## config.mk

```make
export PLATFORM = sky130hd
export DESIGN_NAME = cir_result_buffer
export DESIGN_NICKNAME = d
export VERILOG_FILES = /design/src/rtl/cir_result_buffer.sv
export SDC_FILE = /design/constraint.sdc
export NUM_CORES = 1
export LEC_CHECK = 0
export ABC_AREA = 1
export ABC_CLOCK_PERIOD_IN_PS = 5150
export BUFFER_PORTS_ARGS = -buffer_cell sky130_fd_sc_hd__buf_2
export CORE_ASPECT_RATIO = 0.5
export CORE_MARGIN = 1
export CORE_UTILIZATION = 52
export DETAILED_ROUTE_END_ITERATION = 8
export MAX_ROUTING_LAYER = met4
export PLACE_DENSITY_LB_ADDON = 0.1
export SETUP_SLACK_MARGIN = 0.05
export SLEW_MARGIN = 20
export SYNTH_ARGS = -nofsm -noshare
export SYNTH_HDL_FRONTEND = slang
export SYNTH_SLANG_ARGS = --single-unit
export TNS_END_PERCENT = 50
```

## constraint.sdc

```tcl
create_clock -name clk -period 5.15 [get_ports clk]
set_clock_uncertainty 0.15 [all_clocks]
set_input_delay 1.545 -clock clk [delete_from_list [all_inputs] [get_ports clk]]
set_output_delay 1.545 -clock clk [all_outputs]
set_load 0.01 [all_outputs]
```

## src/rtl/cir_result_buffer.sv

```systemverilog
// rtl/cir_result_buffer.sv - FWFT result FIFO behind the adder stage with drop flagging and running stats
module cir_result_buffer #(
    parameter int WIDTH = 8,
    parameter int DEPTH = 4,
    parameter int ACC_W = 16
) (
    input  logic                     clk,
    input  logic                     rst,
    input  logic                     in_valid,
    input  logic [WIDTH-1:0]         in_data,
    output logic                     out_valid,
    output logic [WIDTH-1:0]         out_data,
    input  logic                     out_ready,
    output logic [$clog2(DEPTH):0]   level,
    output logic                     full,
    output logic                     empty,
    output logic                     overflow,
    input  logic                     clear_stats,
    output logic [ACC_W-1:0]         acc_sum,
    output logic [15:0]              sample_cnt
);

    localparam int AW = $clog2(DEPTH);
    localparam int LW = AW + 1;

    logic [WIDTH-1:0] r_mem [DEPTH];
    logic [AW-1:0]    r_wr_ptr;
    logic [AW-1:0]    r_rd_ptr;
    logic [LW-1:0]    r_level;
    logic             r_overflow;
    logic [ACC_W-1:0] r_acc;
    logic [15:0]      r_cnt;

    logic w_full;
    logic w_empty;
    logic w_pop;
    logic w_push;
    logic w_drop;
    logic [ACC_W-1:0] w_in_ext;

    assign w_full   = (r_level == LW'(DEPTH));
    assign w_empty  = (r_level == '0);
    assign w_pop    = !w_empty && out_ready;
    // The adder cannot stall, so a full FIFO only takes a sample if the head leaves this cycle.
    assign w_push   = in_valid && (!w_full || w_pop);
    assign w_drop   = in_valid && w_full && !w_pop;
    assign w_in_ext = ACC_W'(in_data);

    always_ff @(posedge clk) begin
        if (rst) begin
            for (int i = 0; i < DEPTH; i++) begin
                r_mem[i] <= '0;
            end
            r_wr_ptr   <= '0;
            r_rd_ptr   <= '0;
            r_level    <= '0;
            r_overflow <= 1'b0;
            r_acc      <= '0;
            r_cnt      <= '0;
        end else begin
            if (w_push) begin
                r_mem[r_wr_ptr] <= in_data;
                r_wr_ptr        <= r_wr_ptr + AW'(1);
            end
            if (w_pop) begin
                r_rd_ptr <= r_rd_ptr + AW'(1);
            end
            case ({w_push, w_pop})
                2'b10:   r_level <= r_level + LW'(1);
                2'b01:   r_level <= r_level - LW'(1);
                default: r_level <= r_level;
            endcase

            // A clear in the same cycle as a new event keeps that event.
            if (clear_stats) begin
                r_acc      <= w_push ? w_in_ext : '0;
                r_cnt      <= w_push ? 16'd1 : 16'd0;
                r_overflow <= w_drop;
            end else begin
                if (w_push) begin
                    r_acc <= r_acc + w_in_ext;
                    r_cnt <= r_cnt + 16'd1;
                end
                if (w_drop) begin
                    r_overflow <= 1'b1;
                end
            end
        end
    end

    assign out_valid  = !w_empty;
    assign out_data   = r_mem[r_rd_ptr];
    assign level      = r_level;
    assign full       = w_full;
    assign empty      = w_empty;
    assign overflow   = r_overflow;
    assign acc_sum    = r_acc;
    assign sample_cnt = r_cnt;

endmodule

```

==> impl_metrics.ini <==
[clock_network]
clock_latency_ns = 0.33
h-tree-depth = 3
clockBufferDepth = 2
hold_buffers = 0
clock-sinks = 74
clockRootBuffer = clkbuf_16
cts_tree = built
path_clk_slew_ns = 0.06
cts_buffers = 9
postCtsSetupRepairBufs = 0
cts_resized = 0

[global_routing]
grt_pass1_wl_um = 14800
track_usage_pct = 24.9
grt_pass1_vias = 3074
grt_max_degree = 19
grt_overflow = 0
antenna_found_initial = 0

[finish]
fin_nets = 588
syn_to_final_growth_pct = 18.1
drive_above_1_share_pct = 17.0
num_antenna_cells = 0

[worst_setup_path]
cp-start-kind = register
crit_required_ns = 3.46
end_kind = output pin
r2r_slack_ns = 2.95
criticalPathCategory = reg2out
critPathMaxFanout = 17
cp_data_arrival_time_ns = 1.91
slowest_delay_ns = 0.69
crit_slowest_cell = dfxtp_1
crit_chain = inv_1 -> o21ai_0 -> o22ai_1 -> buf_2

[timing]
period_minus_slack_ns = 3.60
fmax_ghz = 0.278
finalCritPeriodShare_pct = 70.0
whs_ns = 0.325
final-hold-violation-count = 0
report.final.setup_viol = 0
tightest_slew_ns = 0.768
timing.setup.tns_ns = 0
rsz0062_at_grt = false
slew_viol_final = 0
relSlewSlack_pct = 48.5

[floorplanning]
core-area_sq_mm = 0.00696
fp-row-count = 21
die_x_um = 125
dieArea_sq_mm = 0.00788
die_height_um = 63.3
start_util_pct = 56.1
io_pins = 60

[min_path]
hold_class = reg2reg

[yosys]
synth_warnings = 0
synth_top_area_share_pct = 24.6
synth_edf_count = 32
synthCells = 503
synth.area.top_cells = edfxtp_1, dfxtp_1, nand2_1
async_flop_share_pct = 0
synth.most_common_cell = nand2_1
synth_nets = 527
synth.distinct_cells = 39
synth.cell_area_sq_mm = 0.00390
synth_seq_cells = 74
synth_top_area_cell = edfxtp_1
avgSynthCellArea_sq_um = 7.76
seq_area_frac_synth_pct = 46.1
synthFlopType = dfxtp_1
synth_commonest_cells = nand2_1, nor2_1, inv_1

[place]
dp_hpwl_um = 6590
port_buffers = 59
gp_congestion = 0.879

[drt]
first_iter_violations = 226
postRouteAntennaNets = 0
drcViolationCount = 0
routedWlPerCell_um = 13.6
first_pass_iters = 5
vias_per_cell = 5.18
drt_wl_total_um = 8990
vias = 3427

[status]
status = completed

[power_and_ir_drop]
peakVddDrop_mv = 0.192
cellLeakagePower_nw = 2.07
power_density_mw_per_mm2 = 367

[job]
cap_violations = 0
[layer usage]
layer	track usage (%)	vias up	part of all wire, %
li1	-	1762	-
met1	32.1	1573	49
met2	38.8	83	46
met3	6.20	9	4.4
met4	7.83	0	0.69
met5	-	-	0
[worst max-delay path, delay by kind of cell, from the launching register on]
family,cells,cell delay (ns)
compound gates,2,0.36
buf+inv,2,0.52
flops,1,0.69
[layout make-up]
class	count	area (sq um)
multi-input cells	342	1750
flip-flops and latches	74	1800
inverters	78	298
repair buffers	59	295
well taps	92	115
fillers	607	2350
clock inverters	6	113
clock buffers	10	239
[cells in the final DEF (no fill, tap or decap), types with 2 or more instances in the layout]
cell       netlist  final
nor3_1           5      5
nor2_1          81     81
nand4_1          6      6
o21ai_0         40     38
nand2_2          2      2
o22ai_1          8      8
clkinv_1         4      4
dfxtp_1         42     42
nor2_4           9      9
nand3b_1         2      2
edfxtp_1        32     32
clkbuf_16        0      9
nand2_1         94     94
inv_1           72     72
a21oi_1         29     29
buf_2            4     59
ha_1             9      9
bufinv_16        0      3
fa_1             2      2
o21bai_1         3      3
o21ai_1          0      2
nand3_1         35     35
inv_6            1      2
nor2_2           3      3
[state kept, by name, summed over array words and instances (netlist names), named ones only]
| name | count |
|---|---|
| r_rd_ptr | 2 |
| r_wr_ptr | 2 |
| acc_sum | 16 |
| sample_cnt | 16 |
| overflow | 1 |
| r_mem | 32 |
| level | 3 |
[final timing paths]
kind / cells past startpoint / to / start
max: 4 / out_data[0] / register
min reg2reg: 2 / register / r_rd_ptr[1]$_SDFFE_PP0N_
max reg2reg: 8 / r_mem[0][5]$_SDFFCE_PN0P_ / level[0]$_SDFFE_PP0P_
min: 2 / register / r_rd_ptr[1]$_SDFFE_PP0N_
[cell families (layout without fill, tap and decap cells)]
logic type	after synthesis	in the layout	share of synthesized area, %
buffers and inverters	87	153	9.13
flip-flops	74	74	46.1
adder cells (fa/ha/maj)	11	11	3.91
AND/OR/NAND/NOR	244	244	28.7
XOR/XNOR	1	1	0.224
AO/OA/AOI/OAI	86	86	11.9
[where the power goes]
group | total, mW | internal (mW) | leakage, nW | switching [mW]
registers | 0.685 | 0.652 | 0.675 | 0.0332
logic | 0.281 | 0.0969 | 1.23 | 0.184
clock network | 0.730 | 0.488 | 0.173 | 0.242
[metrics by stage]
stage | area (sq um) | power [mW] | std cells | setup WS [ns] | utilization [%]
after global placement | 4260 | 0.969 | 645 | 1.69 | 61.1
after global routing | 4610 | 1.77 | 661 | 1.36 | 66.3
after detailed placement | 4260 | 0.973 | 645 | 1.65 | 61.1
final | 4610 | 1.70 | 661 | 1.55 | 66.3
after CTS | 4610 | 1.70 | 661 | 1.57 | 66.2
after floorplan | 3910 | 0.885 | 503 | 1.91 | -
(Power assumes the default switching activity.)
